==> src/rtl/exe_stage_pkg.sv <==
// Shared definitions for the execute stage: bus layouts, ALU op bit indices
// and divider state encodings.
package exe_stage_pkg;

    localparam int DS_TO_ES_BUS_WD = 145;
    localparam int ES_TO_MS_BUS_WD = 71;
    localparam int ALU_OP_WD       = 20;

    localparam int ALU_ADD   = 0;
    localparam int ALU_SUB   = 1;
    localparam int ALU_SLT   = 2;
    localparam int ALU_SLTU  = 3;
    localparam int ALU_AND   = 4;
    localparam int ALU_NOR   = 5;
    localparam int ALU_OR    = 6;
    localparam int ALU_XOR   = 7;
    localparam int ALU_SLL   = 8;
    localparam int ALU_SRL   = 9;
    localparam int ALU_SRA   = 10;
    localparam int ALU_LUI   = 11;
    localparam int ALU_MULT  = 12;
    localparam int ALU_MULTU = 13;
    localparam int ALU_MTHI  = 14;
    localparam int ALU_MTLO  = 15;
    localparam int ALU_MFHI  = 16;
    localparam int ALU_MFLO  = 17;
    localparam int ALU_DIV   = 18;
    localparam int ALU_DIVU  = 19;

    typedef enum logic [1:0] {
        DIV_IDLE = 2'd0,
        DIV_BUSY = 2'd1,
        DIV_DONE = 2'd2
    } div_state_e;

    // Field order matches the decode stage packing, MSB first.
    typedef struct packed {
        logic [ALU_OP_WD-1:0] alu_op;
        logic                 load_op;
        logic                 src1_is_sa;
        logic                 src1_is_pc;
        logic                 src2_is_imm_0;
        logic                 src2_is_imm;
        logic                 src2_is_8;
        logic                 gr_we;
        logic                 mem_we;
        logic [4:0]           dest;
        logic [15:0]          imm;
        logic [31:0]          rs_value;
        logic [31:0]          rt_value;
        logic [31:0]          pc;
    } ds_to_es_t;

endpackage

==> src/rtl/exe_stage_if.sv <==
// Pipeline-side signal bundle of the execute stage: decode handshake, memory
// handshake, forwarding info and the data-SRAM request.
interface exe_stage_if;
    import exe_stage_pkg::*;

    logic                       ms_allowin;
    logic                       es_allowin;
    logic                       ds_to_es_valid;
    logic [DS_TO_ES_BUS_WD-1:0] ds_to_es_bus;
    logic                       es_to_ms_valid;
    logic [ES_TO_MS_BUS_WD-1:0] es_to_ms_bus;
    logic [4:0]                 es_to_ds_dest;
    logic                       es_valid_r;
    logic                       es_we_r;
    logic [31:0]                es_fw_send;
    logic                       es_send_ready;
    logic                       data_sram_en;
    logic [3:0]                 data_sram_wen;
    logic [31:0]                data_sram_addr;
    logic [31:0]                data_sram_wdata;

    modport slave (
        input  ms_allowin, ds_to_es_valid, ds_to_es_bus,
        output es_allowin, es_to_ms_valid, es_to_ms_bus, es_to_ds_dest,
               es_valid_r, es_we_r, es_fw_send, es_send_ready,
               data_sram_en, data_sram_wen, data_sram_addr, data_sram_wdata
    );

    modport master (
        output ms_allowin, ds_to_es_valid, ds_to_es_bus,
        input  es_allowin, es_to_ms_valid, es_to_ms_bus, es_to_ds_dest,
               es_valid_r, es_we_r, es_fw_send, es_send_ready,
               data_sram_en, data_sram_wen, data_sram_addr, data_sram_wdata
    );

endinterface

==> src/rtl/exe_stage_iter_div.sv <==
// Iterative restoring divider: one quotient bit per cycle on operand
// magnitudes, sign fix-up applied combinationally once finished.
module iter_div
    import exe_stage_pkg::*;
#(
    parameter int DIV_ITERS = 32
) (
    input  logic        clk,
    input  logic        resetn,
    input  logic        start_i,
    input  logic        ack_i,
    input  logic        signed_i,
    input  logic [31:0] dividend_i,
    input  logic [31:0] divisor_i,
    output logic        busy_o,
    output logic        done_o,
    output logic [31:0] quotient_o,
    output logic [31:0] remainder_o
);

    localparam int CNT_W = $clog2(DIV_ITERS + 1);

    div_state_e       state_q, state_d;
    logic [CNT_W-1:0] cnt_q, cnt_d;
    logic [31:0]      quo_q, quo_d, rem_q, rem_d, dvs_q, dvs_d;
    logic             negq_q, negq_d, negr_q, negr_d;
    logic [31:0]      dividend_mag, divisor_mag;
    logic [32:0]      trial;

    assign dividend_mag = (signed_i && dividend_i[31]) ? -dividend_i : dividend_i;
    assign divisor_mag  = (signed_i && divisor_i[31])  ? -divisor_i  : divisor_i;
    // Borrow out of bit 32 means the shifted remainder is below the divisor.
    assign trial = {rem_q, quo_q[31]} - {1'b0, dvs_q};

    always_comb begin
        state_d = state_q;
        cnt_d   = cnt_q;
        quo_d   = quo_q;
        rem_d   = rem_q;
        dvs_d   = dvs_q;
        negq_d  = negq_q;
        negr_d  = negr_q;
        case (state_q)
            DIV_IDLE: if (start_i) begin
                state_d = DIV_BUSY;
                cnt_d   = '0;
                quo_d   = dividend_mag;
                rem_d   = 32'h0;
                dvs_d   = divisor_mag;
                negq_d  = signed_i && (dividend_i[31] ^ divisor_i[31]);
                negr_d  = signed_i && dividend_i[31];
            end
            DIV_BUSY: begin
                if (!trial[32]) begin
                    rem_d = trial[31:0];
                    quo_d = {quo_q[30:0], 1'b1};
                end else begin
                    rem_d = {rem_q[30:0], quo_q[31]};
                    quo_d = {quo_q[30:0], 1'b0};
                end
                cnt_d = cnt_q + 1'b1;
                if (cnt_q == CNT_W'(DIV_ITERS - 1)) state_d = DIV_DONE;
            end
            DIV_DONE: if (ack_i) state_d = DIV_IDLE;
            default:  state_d = DIV_IDLE;
        endcase
    end

    always_ff @(posedge clk or negedge resetn) begin
        if (!resetn) begin
            state_q <= DIV_IDLE;
            cnt_q   <= '0;
            quo_q   <= 32'h0;
            rem_q   <= 32'h0;
            dvs_q   <= 32'h0;
            negq_q  <= 1'b0;
            negr_q  <= 1'b0;
        end else begin
            state_q <= state_d;
            cnt_q   <= cnt_d;
            quo_q   <= quo_d;
            rem_q   <= rem_d;
            dvs_q   <= dvs_d;
            negq_q  <= negq_d;
            negr_q  <= negr_d;
        end
    end

    assign busy_o      = (state_q == DIV_BUSY);
    assign done_o      = (state_q == DIV_DONE);
    assign quotient_o  = negq_q ? -quo_q : quo_q;
    assign remainder_o = negr_q ? -rem_q : rem_q;

endmodule

==> src/rtl/exe_stage.sv <==
// MIPS execute stage: ALU, single-cycle multiplier, HI/LO, iterative divider,
// data-SRAM request and forwarding info back to decode.
module exe_stage
    import exe_stage_pkg::*;
#(
    parameter logic [31:0] HILO_RST_VAL = 32'h0,
    parameter int          DIV_ITERS    = 32
) (
    input logic        clk,
    input logic        resetn,
    exe_stage_if.slave es_if
);

    ds_to_es_t   ds_q;
    logic        es_valid_q;
    logic [31:0] hi_q, lo_q;
    logic        es_ready_go, es_allowin_w, es_leave;
    logic        is_div, is_mul, res_from_mem;
    logic [31:0] src1, src2, es_result;
    logic [63:0] mul_a, mul_b, prod;
    logic        div_busy, div_done;
    logic [31:0] div_quo, div_rem;

    assign is_div       = ds_q.alu_op[ALU_DIV] | ds_q.alu_op[ALU_DIVU];
    assign is_mul       = ds_q.alu_op[ALU_MULT] | ds_q.alu_op[ALU_MULTU];
    assign es_ready_go  = !is_div || div_done;
    assign es_allowin_w = !es_valid_q || (es_ready_go && es_if.ms_allowin);
    assign es_leave     = es_valid_q && es_ready_go && es_if.ms_allowin;
    assign res_from_mem = ds_q.load_op && !ds_q.mem_we;

    always_ff @(posedge clk or negedge resetn) begin
        if (!resetn)           es_valid_q <= 1'b0;
        else if (es_allowin_w) es_valid_q <= es_if.ds_to_es_valid;
    end

    // Payload needs no reset: every consumer is qualified by es_valid_q.
    always_ff @(posedge clk) begin
        if (es_if.ds_to_es_valid && es_allowin_w) ds_q <= es_if.ds_to_es_bus;
    end

    always_comb begin
        src1 = ds_q.rs_value;
        if (ds_q.src1_is_sa)      src1 = {27'b0, ds_q.imm[10:6]};
        else if (ds_q.src1_is_pc) src1 = ds_q.pc;
        src2 = ds_q.rt_value;
        if (ds_q.src2_is_imm)        src2 = {{16{ds_q.imm[15]}}, ds_q.imm};
        else if (ds_q.src2_is_imm_0) src2 = {16'h0, ds_q.imm};
        else if (ds_q.src2_is_8)     src2 = 32'd8;
    end

    // One 64x64 multiplier serves both flavours; mult sign-extends its operands.
    assign mul_a = {{32{ds_q.alu_op[ALU_MULT] & ds_q.rs_value[31]}}, ds_q.rs_value};
    assign mul_b = {{32{ds_q.alu_op[ALU_MULT] & ds_q.rt_value[31]}}, ds_q.rt_value};
    assign prod  = mul_a * mul_b;

    always_comb begin
        es_result = 32'h0;
        case (1'b1)
            ds_q.alu_op[ALU_ADD]:  es_result = src1 + src2;
            ds_q.alu_op[ALU_SUB]:  es_result = src1 - src2;
            ds_q.alu_op[ALU_SLT]:  es_result = {31'b0, $signed(src1) < $signed(src2)};
            ds_q.alu_op[ALU_SLTU]: es_result = {31'b0, src1 < src2};
            ds_q.alu_op[ALU_AND]:  es_result = src1 & src2;
            ds_q.alu_op[ALU_NOR]:  es_result = ~(src1 | src2);
            ds_q.alu_op[ALU_OR]:   es_result = src1 | src2;
            ds_q.alu_op[ALU_XOR]:  es_result = src1 ^ src2;
            ds_q.alu_op[ALU_SLL]:  es_result = src2 << src1[4:0];
            ds_q.alu_op[ALU_SRL]:  es_result = src2 >> src1[4:0];
            ds_q.alu_op[ALU_SRA]:  es_result = 32'($signed(src2) >>> src1[4:0]);
            ds_q.alu_op[ALU_LUI]:  es_result = {ds_q.imm, 16'h0};
            ds_q.alu_op[ALU_MFHI]: es_result = hi_q;
            ds_q.alu_op[ALU_MFLO]: es_result = lo_q;
            default:               es_result = 32'h0;
        endcase
    end

    iter_div #(.DIV_ITERS(DIV_ITERS)) u_div (
        .clk         (clk),
        .resetn      (resetn),
        .start_i     (es_valid_q && is_div),
        .ack_i       (es_leave),
        .signed_i    (ds_q.alu_op[ALU_DIV]),
        .dividend_i  (ds_q.rs_value),
        .divisor_i   (ds_q.rt_value),
        .busy_o      (div_busy),
        .done_o      (div_done),
        .quotient_o  (div_quo),
        .remainder_o (div_rem)
    );

    // Committing on departure guarantees a single write even under long stalls.
    always_ff @(posedge clk or negedge resetn) begin
        if (!resetn) begin
            hi_q <= HILO_RST_VAL;
            lo_q <= HILO_RST_VAL;
        end else if (es_leave) begin
            if (is_mul) begin
                hi_q <= prod[63:32];
                lo_q <= prod[31:0];
            end else if (is_div) begin
                hi_q <= div_rem;
                lo_q <= div_quo;
            end else if (ds_q.alu_op[ALU_MTHI]) begin
                hi_q <= ds_q.rs_value;
            end else if (ds_q.alu_op[ALU_MTLO]) begin
                lo_q <= ds_q.rs_value;
            end
        end
    end

    assign es_if.es_allowin      = es_allowin_w;
    assign es_if.es_to_ms_valid  = es_valid_q && es_ready_go;
    assign es_if.es_to_ms_bus    = {res_from_mem, ds_q.gr_we, ds_q.dest, es_result, ds_q.pc};
    assign es_if.es_to_ds_dest   = ds_q.dest;
    assign es_if.es_valid_r      = es_valid_q;
    assign es_if.es_we_r         = ds_q.gr_we;
    assign es_if.es_fw_send      = es_result;
    assign es_if.es_send_ready   = es_valid_q && es_ready_go && !res_from_mem && !div_busy;
    assign es_if.data_sram_en    = es_valid_q && ds_q.load_op && es_if.ms_allowin;
    assign es_if.data_sram_wen   = es_if.data_sram_en ? {4{ds_q.mem_we}} : 4'h0;
    assign es_if.data_sram_addr  = es_result;
    assign es_if.data_sram_wdata = ds_q.rt_value;

endmodule

==> src/flat_wrapper.sv <==
// flat-port wrapper written by rule: the top's interface ports become plain ports
module exe_stage_flat import exe_stage_pkg::*;
#(
    parameter logic [31:0] HILO_RST_VAL = 32'h0,
    parameter int          DIV_ITERS    = 32
)
  (clk, resetn, es_if_ms_allowin, es_if_ds_to_es_valid, es_if_ds_to_es_bus, es_if_es_allowin, es_if_es_to_ms_valid, es_if_es_to_ms_bus, es_if_es_to_ds_dest, es_if_es_valid_r, es_if_es_we_r, es_if_es_fw_send, es_if_es_send_ready, es_if_data_sram_en, es_if_data_sram_wen, es_if_data_sram_addr, es_if_data_sram_wdata);
  exe_stage_if es_if_i ();
  input logic clk;
  input logic resetn;
  input wire logic [$bits(es_if_i.ms_allowin)-1:0] es_if_ms_allowin;
  input wire logic [$bits(es_if_i.ds_to_es_valid)-1:0] es_if_ds_to_es_valid;
  input wire logic [$bits(es_if_i.ds_to_es_bus)-1:0] es_if_ds_to_es_bus;
  output wire logic [$bits(es_if_i.es_allowin)-1:0] es_if_es_allowin;
  output wire logic [$bits(es_if_i.es_to_ms_valid)-1:0] es_if_es_to_ms_valid;
  output wire logic [$bits(es_if_i.es_to_ms_bus)-1:0] es_if_es_to_ms_bus;
  output wire logic [$bits(es_if_i.es_to_ds_dest)-1:0] es_if_es_to_ds_dest;
  output wire logic [$bits(es_if_i.es_valid_r)-1:0] es_if_es_valid_r;
  output wire logic [$bits(es_if_i.es_we_r)-1:0] es_if_es_we_r;
  output wire logic [$bits(es_if_i.es_fw_send)-1:0] es_if_es_fw_send;
  output wire logic [$bits(es_if_i.es_send_ready)-1:0] es_if_es_send_ready;
  output wire logic [$bits(es_if_i.data_sram_en)-1:0] es_if_data_sram_en;
  output wire logic [$bits(es_if_i.data_sram_wen)-1:0] es_if_data_sram_wen;
  output wire logic [$bits(es_if_i.data_sram_addr)-1:0] es_if_data_sram_addr;
  output wire logic [$bits(es_if_i.data_sram_wdata)-1:0] es_if_data_sram_wdata;
  assign es_if_i.ms_allowin = es_if_ms_allowin;
  assign es_if_i.ds_to_es_valid = es_if_ds_to_es_valid;
  assign es_if_i.ds_to_es_bus = es_if_ds_to_es_bus;
  assign es_if_es_allowin = es_if_i.es_allowin;
  assign es_if_es_to_ms_valid = es_if_i.es_to_ms_valid;
  assign es_if_es_to_ms_bus = es_if_i.es_to_ms_bus;
  assign es_if_es_to_ds_dest = es_if_i.es_to_ds_dest;
  assign es_if_es_valid_r = es_if_i.es_valid_r;
  assign es_if_es_we_r = es_if_i.es_we_r;
  assign es_if_es_fw_send = es_if_i.es_fw_send;
  assign es_if_es_send_ready = es_if_i.es_send_ready;
  assign es_if_data_sram_en = es_if_i.data_sram_en;
  assign es_if_data_sram_wen = es_if_i.data_sram_wen;
  assign es_if_data_sram_addr = es_if_i.data_sram_addr;
  assign es_if_data_sram_wdata = es_if_i.data_sram_wdata;
  exe_stage #(.HILO_RST_VAL(HILO_RST_VAL), .DIV_ITERS(DIV_ITERS)) u_core (.clk(clk), .resetn(resetn), .es_if(es_if_i));
endmodule
==> config.mk <==
export PLATFORM = sky130hd
export DESIGN_NAME = exe_stage_flat
export DESIGN_NICKNAME = d
export VERILOG_FILES = /design/src/rtl/exe_stage_pkg.sv /design/src/rtl/exe_stage_if.sv /design/src/rtl/exe_stage_iter_div.sv /design/src/rtl/exe_stage.sv /design/src/flat_wrapper.sv
export SDC_FILE = /design/constraint.sdc
export NUM_CORES = 2
export LEC_CHECK = 0
export CAP_MARGIN = 20
export CORE_MARGIN = 1
export CORE_UTILIZATION = 30
export CTS_CLUSTER_DIAMETER = 150
export DETAILED_ROUTE_END_ITERATION = 8
export GPL_TIMING_DRIVEN = 0
export SLEW_MARGIN = 20
export SYNTH_ARGS = -nofsm -noshare
export SYNTH_HDL_FRONTEND = slang
export SYNTH_HIERARCHICAL = 1
export SYNTH_SLANG_ARGS = --single-unit
==> constraint.sdc <==
create_clock -name clk -period 8.65 [get_ports clk]
set_input_delay 1.73 -clock clk [delete_from_list [all_inputs] [get_ports clk]]
set_output_delay 1.73 -clock clk [all_outputs]
set_load 0.01 [all_outputs]
# [Word level (Yosys, flattened, before mapping)]
# Index checks and enable logic that the tools add are counted.
[totals] regBits=316 latchBits=0 ramBits=0 romBits=0 in_bits=149 out_inout_bits=182 wordCells=126 n_memories=0
[op_classes] n_addsub=8 n_mul=1 div_mod_pow=0 n_lt_le_gt_ge=2 n_eq_ne=7 shifts=3 n_mux=43 bitwise=9 reduce_logical=29
[ops] op="$mux W32" n=33
[ops] op="$neg A32 Y32" n=4
[ops] op="$pmux W32 S2" n=2
[ops] op="$lt A32 B32 Y1" n=2
[ops] op="$mul A33 B33 Y64" n=1
[ops] op="$sub A33 B32 Y33" n=1
[ops] op="$add A32 B32 Y32" n=1
[ops] op="$and A32 B32 Y32" n=1
[ops] op="$not A32 Y32" n=1
[ops] op="$or A32 B32 Y32" n=1
[ops] op="$shl A32 B5 Y32" n=1
[ops] op="$shr A32 B5 Y32" n=1
[ops] op="$sshr A32 B5 Y32" n=1
[ops] op="$sub A32 B32 Y32" n=1
[ops] op="$xor A32 B32 Y32" n=1
[ops] op="$logic_and A1 B1 Y1" n=13
[ops] op="$pmux W6 S2" n=1
[ops] op="$add A6 B1 Y6 const B" n=1
[ops] op="$eq A6 B5 Y1 const B" n=1
[ops] op="$mux W2" n=3
[ops] op="$mux W6" n=1
[ops] op="$pmux W2 S3" n=1
[ops] op="$reduce_and A2 Y1" n=3
[ops] op="$reduce_and A3 Y1" n=2
[ops] op="other kinds (15)" n=24

# [Depth between registers and ports, before layout]
[logic_depth] ltp_word=15 depth_mapped=31 ltp_nobuf=28

# [By module]
# The synthesis kept the hierarchy.
[by_module_without_submodules] mod="exe_stage" instances=1 cells_each=6753 area_each_um2=57975.6 seq_area_each_um2=5980.7
[by_module_without_submodules] mod="iter_div" instances=1 cells_each=1085 area_each_um2=8863.5 seq_area_each_um2=2652.5

# [Worst setup path after synthesis]
# Ideal clock, no wire load.
[synth_timing] path_type="reg2reg" startpoint="register u_core/ds_q[95] (netlist name)" endpoint="register u_core.hi_q[30]" setup_time_ps=87 arrival_time_ps=7925 required_time_ps=8563 setup_slack_ps=638 path_stages_with_launch=29 n_path_buf=3 synth_period_minus_slack_ps=8012 cell_sequence="edfxtp_1 > clkbuf_1 > and2_1 > clkbuf_1 > nand2_1 > inv_1 > fa_1 > fa_1 > fa_1 > inv_1 > fa_1 > inv_1 > fa_1 > fa_1 > fa_1 > inv_1 > fa_1 > inv_1 > ha_1 > clkbuf_1 > and3_1 > and2_1 > nand3_1 > or3_1 > o21bai_1 > a31oi_1 > o21a_1 > or4_1 > o211ai_1"
[synth_via] elab_chain_cells=3
[synth_lines] item="from (decl)" line="exe_stage.sv:14" rtl="ds_to_es_t ds_q;"
[synth_lines] item="from (signal assigned)" line="exe_stage.sv:38" rtl="if (es_if.ds_to_es_valid && es_allowin_w) ds_q <= es_if.ds_to_es_bus;"
[synth_lines] item="$and A1 B1 Y1" line="exe_stage.sv:52" rtl="assign mul_a = {{32{ds_q.alu_op[ALU_MULT] & ds_q.rs_value[31]}}, ds_q.rs_value};"
[synth_lines] item="$mul A33 B33 Y64 *" line="exe_stage.sv:54" rtl="assign prod = mul_a * mul_b;"
[synth_lines] item="$mux W32 *" line="exe_stage.sv:97" rtl="if (is_mul) begin"
[synth_lines] item="to (signal assigned)" line="exe_stage.sv:98" rtl="hi_q <= prod[63:32];"
[synth_lines] item="to (signal assigned)" line="exe_stage.sv:101" rtl="hi_q <= div_rem;"
[synth_lines] item="to (signal assigned)" line="exe_stage.sv:104" rtl="hi_q <= ds_q.rs_value;"
[synth_lines] item="to (decl)" line="exe_stage.sv:16" rtl="logic [31:0] hi_q, lo_q;"
# Mark *: on every way between the ends. The rest lies on a longest branch, timed or not.
# A chain may end at the register's enable or synchronous reset.

# [Worst setup path in the final report]
[layout_timing] startpoint="register u_core.ds_q, in the netlist u_core/es_if.data_sram_wdata[27]" endpoint="register u_core.hi_q[29]"
[layout_via] elab_chain_cells=2
[layout_lines] item="$mul A33 B33 Y64" line="exe_stage.sv:54"
[layout_lines] item="$mux W32" line="exe_stage.sv:97"
# No other way between the ends.

==> impl_metrics.ini <==
[clock_network]
cts_tree = built
clock_latency_ns = 0.70
cts_buffer_depth = 3
cts_max_level = 2
clk_pin_slew_worst_paths_ns = 0.06
cts-buffers-inserted = 42
cts_root_buffer = clkbuf_16
cts.sinks = 316

[final_layout]
num-fill-cells = 22800
utilization = 0.355
nets = 9930
multi_input_area_mm2 = 0.0511
final_common_cell = inv_1
syn_to_final_growth_pct = 17.1
drive_gt1_frac = 0.101
instances_no_fill = 11300
layout_common_cells = 1,270 x inv_1, 1,128 x nand2_1, 1,109 x fa_1, 379 x o21ai_0, 368 x and2_1
regArea_mm2 = 0.00863

[logic_synthesis]
async_reset_ff_frac = 0.541
syn_area_per_cell_um2 = 8.53
synth_fa_ha_area_frac = 0.403
synth-compound-area-share = 0.132
synth_area_leader_cell = fa_1
synthMuxAreaShare = 0.0251
synthesis.nets = 9461
ys_seq_area_frac = 0.129
netlist_instances = 7838
synth_warnings = 6
synth_ff_type = dfrtp_1
synthSimpleGateAreaFrac = 0.157
synth-xor-area-share = 0.0344
ys_ff_latch = 316
synth_top_cell_area_share = 0.338
synth_top_family_by_area = adder cells
ys_top_cells_by_area = fa_1 34%, inv_1 7.2%, edfxtp_1 6.5%
syn_area_mm2 = 0.0668
synth_edf_count = 145
yosysUniqueCellTypes = 96

[floorplanning]
row_count = 172
die-area_mm2 = 0.225
fp.coreArea_mm2 = 0.221
io_pins = 331
fp.dieH_um = 474
die_width_um = 474
initial_core_util = 0.303

[drt]
num_vias = 61800
vias_per_cell = 5.46
drc = 0
ant_nets = 0
routedWlPerCell_um = 29.2
firstDrtPassIters = 7
wirelength_um = 330000
drtIter0Drc = 7166

[outcome]
status = complete, no violations

[global_routing]
grt-ovfl-total = 0
track_usage = 0.290
grt_max_degree = 87
antenna_found_initial = 40
grt_first_pass_wirelength_um = 461000
grt_pass1_vias = 62000

[setup_path]
cp-end-kind = flip-flop
cp.arrival_ns = 9.11
worstSetupStartpointType = flip-flop
path_class = reg -> reg
critPathRequiredTime_ns = 9.14
cp_max_fo = 10

[timing]
clock.fmax_ghz = 0.116
slew_viol_final = 0
setup_violations = 0
period_needed_ns = 8.62
rsz0062_at_grt = yes
post-route-period-util = 0.996
worst_pin_slew_ns = 1.20
finalHoldViolCount = 0
slew-limit-headroom = 0.192
tns_ns = 0
fin_worst_skew_ns = 0.0965

[placement]
io_buffer_count = 330
dp_hpwl_um = 269000
dpl.cell_count = 11200
gp_congestion = 1.06

[hold_path]
min_path_type = reg -> reg

[run]
max-cap-violations = 0
-- sequential cells by signal (all words and copies together), names as in the netlist --
signal,count
u_core/hi_q,32
u_core/es_if.es_to_ds_dest,5
u_core/u_div/negq_q,1
u_core/u_div/cnt_q,6
u_core/es_if.data_sram_wdata,32
u_core/u_div/dvs_q,32
u_core/u_div/rem_q,32
u_core/u_div/negr_q,1
u_core/u_div/quo_q,32
u_core/ds_q,75
u_core/lo_q,32
u_core/es_if.es_we_r,1
u_core/u_div/state_q,2
u_core/es_if.es_valid_r,1
u_core/es_if.es_to_ms_bus,32
-- Yosys cell counts, drive strengths merged (10+ instances only) --
cell type and count:
a31oi 37, nor2b 24, nor4b 16, nand2b 53, o21bai 28, or4 18
ha 346, o31ai 49, dfrtp 171, o21a 21, a21o 78, nor2 281
a211oi 43, or3 20, o221ai 17, nand2 1132, o311ai 15, edfxtp 145
xnor2 186, xor2 72, o2111ai 22, a21oi 371, buf 210, and3 39
nand4 37, fa 1128, a22oi 70, or2 49, a2111oi 11, a211o 10
nor3 89, inv 1281, a221oi 23, clkbuf 461, o211ai 52, and2 372
o21ai 430, o41ai 20, nor4 30, mux2i 145, o22ai 18, nand3 89
mux2 20
-- per-stage QoR --
step / worst slack (ns) / hold slack [ns] / instance area (um^2)
3_5_place_dp: -1.77 / 0.472 / 74500
4_1_cts: 0.000686 / 0.485 / 77500
5_1_grt: -0.0983 / 0.505 / 78300
3_3_place_gp: -2.20 / 0.463 / 73800
6_report: 0.0318 / 0.481 / 78300
2_1_floorplan: 0.638 / 0.450 / 66800
-- routing by layer --
layer / vias up / track usage / wire, um
met5: - / 0 / 123
met4: 18 / 0.196 / 27300
met3: 858 / 0.0620 / 33500
met2: 3824 / 0.438 / 140000
met1: 31200 / 0.370 / 129000
li1: 25800 / - / -
-- what timing repair did --
item / CTS / global route
setup endpoints to repair: 125 / 62
gates resized for setup: 360 / 223
setup buffers: 80 / 33
hold buffers: 0 / 0
pin swaps: 16 / 26
-- critical path, stage by stage, from the launching register on --
cell and delay [ns]:
edfxtp_1 0.61, clkbuf_8 0.37, clkbuf_2 0.42, nand2_1 0.14, fa_1 0.55, inv_1 0.05
fa_1 0.63, fa_1 0.49, fa_1 0.55, fa_1 0.44, fa_1 0.47, fa_1 0.49
inv_1 0.05, fa_1 0.58, inv_1 0.07, ha_1 0.44, nand4_1 0.20, or4_1 0.60
a2bb2oi_4 0.20, a21oi_2 0.26, a21oi_4 0.12, o311ai_2 0.31, xnor2_1 0.22, o21ai_1 0.10
-- final timing paths --
check                                                  from                      to  slack, ns  cells past startpoint
max reg2reg                u_core/es_if.data_sram_wdata[27]         u_core/hi_q[29]       0.03                     23
max in group asynchronous                            resetn          u_core/hi_q[5]       6.68                      2
max                        u_core/es_if.data_sram_wdata[27]         u_core/hi_q[29]       0.03                     23
min reg2reg                          u_core/u_div/dvs_q[19]  u_core/u_div/dvs_q[19]       0.48                      2
min in group asynchronous                            resetn   u_core/u_div/quo_q[8]       1.02                      1
min                                  u_core/u_div/dvs_q[19]  u_core/u_div/dvs_q[19]       0.48                      2
-- layout make-up --
type / instances / share of cell area
multi-input combinational: 5567 / 0.652
timing repair buffer: 470 / 0.0618
tap: 2958 / 0.0473
clock inverter: 26 / 0.00414
inverter: 1284 / 0.0618
sequential: 316 / 0.110
antenna: 17 / 0.000543
clock buffer: 50 / 0.0141
buffer: 626 / 0.0478
-- kinds of logic (layout without fill, tap and decap cells) --
group | count (synthesis) | in the layout
XOR/XNOR | 258 | 258
other | 0 | 17
adder cells (fa/ha/maj) | 1474 | 1474
AND/OR/NAND/NOR | 2264 | 2264
AO/OA/AOI/OAI | 1406 | 1406
multiplexers | 165 | 165
flip-flops | 316 | 316
buffers and inverters | 1955 | 2456
Power is not shown: default switching activity piles up to over one toggle a cycle in this logic, so the estimate is an artifact.
